## src/rtl/fetch_pkg.sv

```systemverilog
// Shared types and constants for the instruction fetch unit.
package fetch_pkg;

  localparam int XLEN = 32;
  localparam int ILEN = 32;
  localparam int ENTRY_W = XLEN + ILEN;

  localparam logic [XLEN-1:0] DEFAULT_RESET_PC = 32'h0000_0000;

  typedef enum logic [1:0] {
    ST_IDLE   = 2'd0,
    ST_FETCH  = 2'd1,
    ST_HALTED = 2'd2
  } fetch_state_e;

  // Sequential fetch advances one word; wraps modulo 2^32.
  function automatic logic [XLEN-1:0] next_word_pc(input logic [XLEN-1:0] pc);
    return pc + 32'd4;
  endfunction

endpackage

```

## src/rtl/fetch_fifo.sv

```systemverilog
// Small FIFO holding {pc, instr} pairs between fetch and decode.
// Pop and push may occur together when full; flush empties the buffer
// regardless of a simultaneous pop (the head is still considered consumed).
module fetch_fifo
  import fetch_pkg::*;
#(
  parameter int DEPTH = 2,
  parameter int PTRW  = (DEPTH > 1) ? $clog2(DEPTH) : 1,
  parameter int CNTW  = $clog2(DEPTH + 1)
) (
  input  logic               clk,
  input  logic               rst_n,
  input  logic               push_i,
  input  logic               pop_i,
  input  logic               flush_i,
  input  logic [ENTRY_W-1:0] data_i,
  output logic [ENTRY_W-1:0] data_o,
  output logic [CNTW-1:0]    count_o
);

  logic [ENTRY_W-1:0] mem_q [DEPTH];
  logic [PTRW-1:0]    rd_ptr_q, rd_ptr_d;
  logic [PTRW-1:0]    wr_ptr_q, wr_ptr_d;
  logic [CNTW-1:0]    count_q, count_d;

  // Pointer/count bookkeeping; flush returns to an empty, realigned buffer.
  always_comb begin
    rd_ptr_d = rd_ptr_q;
    wr_ptr_d = wr_ptr_q;
    count_d  = count_q;
    if (flush_i) begin
      rd_ptr_d = '0;
      wr_ptr_d = '0;
      count_d  = '0;
    end else begin
      if (push_i) begin
        wr_ptr_d = (wr_ptr_q == PTRW'(DEPTH - 1)) ? '0 : wr_ptr_q + PTRW'(1);
      end else begin
        wr_ptr_d = wr_ptr_q;
      end
      if (pop_i) begin
        rd_ptr_d = (rd_ptr_q == PTRW'(DEPTH - 1)) ? '0 : rd_ptr_q + PTRW'(1);
      end else begin
        rd_ptr_d = rd_ptr_q;
      end
      case ({push_i, pop_i})
        2'b10:   count_d = count_q + CNTW'(1);
        2'b01:   count_d = count_q - CNTW'(1);
        default: count_d = count_q;
      endcase
    end
  end

  // Storage and pointer registers.
  always_ff @(posedge clk or negedge rst_n) begin
    if (!rst_n) begin
      for (int i = 0; i < DEPTH; i++) begin
        mem_q[i] <= '0;
      end
      rd_ptr_q <= '0;
      wr_ptr_q <= '0;
      count_q  <= '0;
    end else begin
      if (push_i && !flush_i) begin
        mem_q[wr_ptr_q] <= data_i;
      end
      rd_ptr_q <= rd_ptr_d;
      wr_ptr_q <= wr_ptr_d;
      count_q  <= count_d;
    end
  end

  assign data_o  = (count_q != '0) ? mem_q[rd_ptr_q] : '0;
  assign count_o = count_q;

endmodule

```

## src/rtl/fetch_unit.sv

```systemverilog
// Instruction fetch unit: sequential PC generation, redirect/halt control,
// and a small decoupling buffer toward decode.
module fetch_unit
  import fetch_pkg::*;
#(
  parameter int              ADDWIDTH = 12,
  parameter logic [XLEN-1:0] RESET_PC = DEFAULT_RESET_PC,
  parameter int              DEPTH    = 2
) (
  input  logic                clk,
  input  logic                rst_n,
  output logic [ADDWIDTH-1:0] imem_addr,
  input  logic [ILEN-1:0]     imem_data,
  input  logic                redirect_valid,
  input  logic [XLEN-1:0]     redirect_pc,
  input  logic                halt_req,
  output logic                out_valid,
  input  logic                out_ready,
  output logic [ILEN-1:0]     out_instr,
  output logic [XLEN-1:0]     out_pc,
  output logic                misalign_err,
  output logic                halted
);

  localparam int CNTW = $clog2(DEPTH + 1);

  fetch_state_e        state_q, state_d;
  logic [XLEN-1:0]     pc_q, pc_d;
  logic                misalign_q, misalign_d;

  logic [CNTW-1:0]     count_s;
  logic [ENTRY_W-1:0]  head_s;
  logic                transfer_s;
  logic                flush_s;
  logic                push_s;
  logic                has_room_s;

  assign transfer_s = out_valid && out_ready;
  assign flush_s    = redirect_valid && (state_q != ST_IDLE);
  assign has_room_s = (count_s < CNTW'(DEPTH)) || transfer_s;
  assign push_s     = (state_q == ST_FETCH) && !halt_req && !redirect_valid && has_room_s;

  // Next state, PC and misalignment flag.
  always_comb begin
    state_d    = state_q;
    pc_d       = pc_q;
    misalign_d = 1'b0;
    if (flush_s) begin
      // Redirect wins over halt and keeps the current non-IDLE state.
      pc_d       = {redirect_pc[XLEN-1:2], 2'b00};
      misalign_d = |redirect_pc[1:0];
      state_d    = state_q;
    end else begin
      case (state_q)
        ST_IDLE:   state_d = ST_FETCH;
        ST_FETCH:  state_d = halt_req ? ST_HALTED : ST_FETCH;
        ST_HALTED: state_d = halt_req ? ST_HALTED : ST_FETCH;
        default:   state_d = ST_IDLE;
      endcase
      if (push_s) begin
        pc_d = next_word_pc(pc_q);
      end else begin
        pc_d = pc_q;
      end
    end
  end

  // Control registers.
  always_ff @(posedge clk or negedge rst_n) begin
    if (!rst_n) begin
      state_q    <= ST_IDLE;
      pc_q       <= RESET_PC;
      misalign_q <= 1'b0;
    end else begin
      state_q    <= state_d;
      pc_q       <= pc_d;
      misalign_q <= misalign_d;
    end
  end

  fetch_fifo #(
    .DEPTH (DEPTH)
  ) u_fifo (
    .clk     (clk),
    .rst_n   (rst_n),
    .push_i  (push_s),
    .pop_i   (transfer_s),
    .flush_i (flush_s),
    .data_i  ({pc_q, imem_data}),
    .data_o  (head_s),
    .count_o (count_s)
  );

  assign imem_addr    = pc_q[ADDWIDTH+1:2];
  assign out_valid    = (count_s != '0);
  assign out_pc       = head_s[ENTRY_W-1:ILEN];
  assign out_instr    = head_s[ILEN-1:0];
  assign misalign_err = misalign_q;
  assign halted       = (state_q == ST_HALTED);

endmodule
```

## config.mk

```make
export PLATFORM = sky130hd
export DESIGN_NAME = fetch_unit
export DESIGN_NICKNAME = d
export VERILOG_FILES = /design/src/rtl/fetch_pkg.sv /design/src/rtl/fetch_fifo.sv /design/src/rtl/fetch_unit.sv
export SDC_FILE = /design/constraint.sdc
export NUM_CORES = 1
export LEC_CHECK = 0
export CAP_MARGIN = 10
export CELL_PAD_IN_SITES_DETAIL_PLACEMENT = 0
export CELL_PAD_IN_SITES_GLOBAL_PLACEMENT = 2
export CORE_MARGIN = 5
export CORE_UTILIZATION = 34
export CTS_CLUSTER_SIZE = 24
export DETAILED_ROUTE_END_ITERATION = 8
export GPL_TIMING_DRIVEN = 0
export PLACE_DENSITY = 0.85
export SETUP_SLACK_MARGIN = 0.4
export SLEW_MARGIN = 20
export SYNTH_ARGS = -nofsm -noshare
export SYNTH_HDL_FRONTEND = slang
export SYNTH_SLANG_ARGS = --single-unit
export TNS_END_PERCENT = 10
```

## constraint.sdc

```tcl
create_clock -name clk -period 2.2 [get_ports clk]
set_input_delay 0.22 -clock clk [delete_from_list [all_inputs] [get_ports clk]]
set_output_delay 0.22 -clock clk [all_outputs]
set_load 0.01 [all_outputs]
```

==> run summary <==
Run status - finished clean
Synthesized area per cell - 11.7 sq um
Arrival time worst endpoint - 2.35 ns
DPL Wire Length - 13,800 microns
Slew margin rel. - 53.1%
Diode count - 0
Core box area - 22,600 sq um
Complex-gate fraction of the synthesized area - 3.14%
Largest family of logic cells by synthesized area - multiplexers
Die area - 26,000 sq um
Synth cell types - 49
Clock slew at reported path FFs - 0.07 ns
Share of post-route cells with drive strength above 1 - 33.7%
Power Dens Cells - 1270 nW/um^2
Metal-1 WL - 9650 microns
Min-Delay Path Class - primary input to flip-flop
Max_cap viols - 0
Cell count after synthesis - 666
Die span in x - 161 microns
Clock buffer depth - 2
Crit Path Max Fanout - 10
First-pass GRT wire length - 32,200 microns
Die Span Y - 161 microns
Met3 Wirelength - 730 microns
Critical path's most frequent cell - buf_6
Global Route Usage Sum - 15.6%
Initial DRC count - 239
Top Metal Used - met4
CP max stage delay - 0.43 ns
DRT antenna net count - 0
Main flop type after synthesis - dfrtp_1
XOR/XNOR share of the synthesized area - 3.04%
Leakage power - 4.82 nW
CTS tree - yes
Setup crit start kind - flip-flop
TNS Setup - 0 ns
Fmax - 488 MHz
Mux contribution to synthesized area - 25.6%
Critical Path Sink Type - flip-flop
# H-tree levels - 4
Clock Sink Count - 161
Vias in the first global route - 5,908
Crit path time final - 2.05 ns
Tcrit/Tclk final - 93.1%
Routed vias/inst - 4.79
Fin util - 48.3%
Fin worst setup slack - 0.151 ns
Post-synthesis register bit count - 161
Worst skew pair latency - 0.42 ns
Residual DRC - 0
Area share of the leading cell type in the synthesized netlist - 51.8%
Final Skew - 0.0112 ns
Seq/Total Area, Yosys - 51.8%
Async SR Flop Fraction - 100%
FP Rows - 55
Total grt overflow - 0
Largest cells by area after synthesis - dfrtp_1 52%, mux2_2 16%, mux2i_1 8.2%
Max rail drop VDD - 0.606 mV
Yosys warnings - 0
Leading cell types by count after synthesis - 161 x dfrtp_1, 110 x mux2_2, 77 x nor2_1, 64 x mux2i_1, 46 x nand2_1
Cell taking the most area after synthesis - dfrtp_1
Adder-cell share of the synthesized area - 0.805%
Synth Cell Area - 7770 sq um
Routed length on met2 - 9420 microns
Data required time of the worst path - 2.50 ns
Initial antenna violation count - 0
Area growth, synth to finish - 40.3%
Largest net degree at the start of global routing - 93
EDFF count, synth - 0
Worst setup path category - flip-flop to flip-flop
Simple-gate share of the synthesized area - 11.7%
Most frequent cell after synthesis - dfrtp_1
Final Hold Fails - 0
WL final - 20,000 microns
Final setup vio count - 0
Final nets - 941
CTS Buf Count - 17
# port buffers - 145
Measured slew at the worst slew-check pin - 0.703 ns
Final Slew Violations - 0
GPL Wtd Cong - 0.748
RSZ-0062 raised after global routing - yes
Crit-path cells - ha_4 > nor3b_4 > buf_4 > buf_6 > nand3_2 > buf_6 > buf_2 > mux2_2
Place WS - -0.462 ns
Router iterations before antenna repair - 4
Worst hold slack - 0.334 ns
Fill cells - 2,123
I/O pin count - 148
CTS root buffer - clkbuf_16
Slowest-stage cell, CP - dfrtp_1
Starting Density - 34.4%
Vias - 5,581
Wire length per cell - 17.2 microns
[sequential cells by signal (all words and copies together) (netlist names)]
signal	flops
u_fifo.count_o	2
misalign_err	1
pc_q	30
u_fifo.mem_q	124
state_q	2
u_fifo.rd_ptr_q	1
u_fifo.wr_ptr_q	1
[through the flow]
stage / std cells / power, mW / area [sq um]
after detailed placement: 1098 / 10.3 / 9680
final: 1164 / 13.8 / 10900
after floorplan: 667 / 8.45 / 7840
after global placement: 1097 / 10.2 / 9640
after global routing: 1164 / 14.8 / 10900
after CTS: 1152 / 13.8 / 10600
[what timing repair did]
item	in CTS	in global routing
endpoints found under the setup margin	218	231
setup buffers	18	9
hold endpoints to repair	91	0
cloned	4	3
hold buffers	1	0
pin swaps	5	14
gates resized for setup	186	54
[critical path, delay by kind of cell, from the launching register on]
family	cells	cell delay (ns)
fa+ha+maj	1	0.18
buf+inv	4	0.71
flops	1	0.43
mux	1	0.36
simple gates	2	0.25
[cells by family after synthesis]
family,Yosys count
AOI/OAI and AO/OA,44
muxes,184
adders and majority gates,5
and+or+nand+nor,185
buffers and inverters,59
xor gates and xnor gates,27
DFF,161
other,1
[power breakdown]
part / internal [mW] / total, mW / leakage (nW) / switching [mW]
Clock: 1.47 / 2.76 / 0.259 / 1.29
Sequential: 4.35 / 5.37 / 1.99 / 1.02
Combinational: 3.30 / 5.67 / 2.57 / 2.37
[layer usage]
metal | GRT usage [%] | vias to the layer above
met1 | 21.2 | 2745
met2 | 25.7 | 114
li1 | - | 2707
met4 | 3.72 | 0
met3 | 3.06 | 15
met5 | 0 | -
[area by class of cell]
type / instances / area [sq um] / area share [%]
tap: 285 / 357 / 3.27
inverter: 7 / 26.3 / 0.241
buffer: 52 / 502 / 4.60
clock buffer: 17 / 425 / 3.90
clock inverter: 14 / 121 / 1.11
sequential: 161 / 4040 / 37.0
multi-input combinational: 448 / 3670 / 33.6
timing repair buffer: 180 / 1770 / 16.2
[path summary, 6_finish.rpt]
kind / depth (start not counted) / end / slack (ns) / start
min in group asynchronous: 2 / u_fifo.mem_q[7]$_DFFE_PN0P_ / 0.40 / rst_n
hold reg to reg: 1 / u_fifo.mem_q[85]$_DFFE_PN0P_ / 0.48 / u_fifo.mem_q[85]$_DFFE_PN0P_
hold / removal: 3 / pc_q[18]$_DFFE_PN0P_ / 0.33 / redirect_pc[18]
setup / recovery: 8 / u_fifo.mem_q[61]$_DFFE_PN0P_ / 0.15 / state_q[0]$_DFFE_PN0N_
setup reg to reg: 8 / u_fifo.mem_q[61]$_DFFE_PN0P_ / 0.15 / state_q[0]$_DFFE_PN0N_
max in group asynchronous: 3 / pc_q[12]$_DFFE_PN0P_ / 0.96 / rst_n
[cell usage in the layout (no fill, tap or decap), types with 3 or more instances in the layout]
cell type	instances
a21oi_1	3
and3_1	3
buf_12	12
buf_16	4
buf_2	23
buf_4	38
buf_6	6
buf_8	4
clkbuf_1	3
clkbuf_16	19
clkbuf_2	3
clkbuf_4	7
clkbuf_8	4
clkdlybuf4s50_1	81
clkinvlp_4	4
dfrtp_1	152
dfrtp_2	9
dlygate4sd2_1	43
ha_1	4
inv_1	6
inv_6	4
inv_8	3
mux2_1	9
mux2_2	110
mux2i_1	61
nand2_1	44
nand2b_1	3
nand3_1	10
nand4_1	5
nor2_1	74
nor3_1	5
nor3_2	4
nor4_2	3
nor4_4	6
o21ai_0	21
o21ai_1	11
or2_2	3
xnor2_1	23
xor2_1	4
Note: power is estimated with default switching activity, not from simulation.
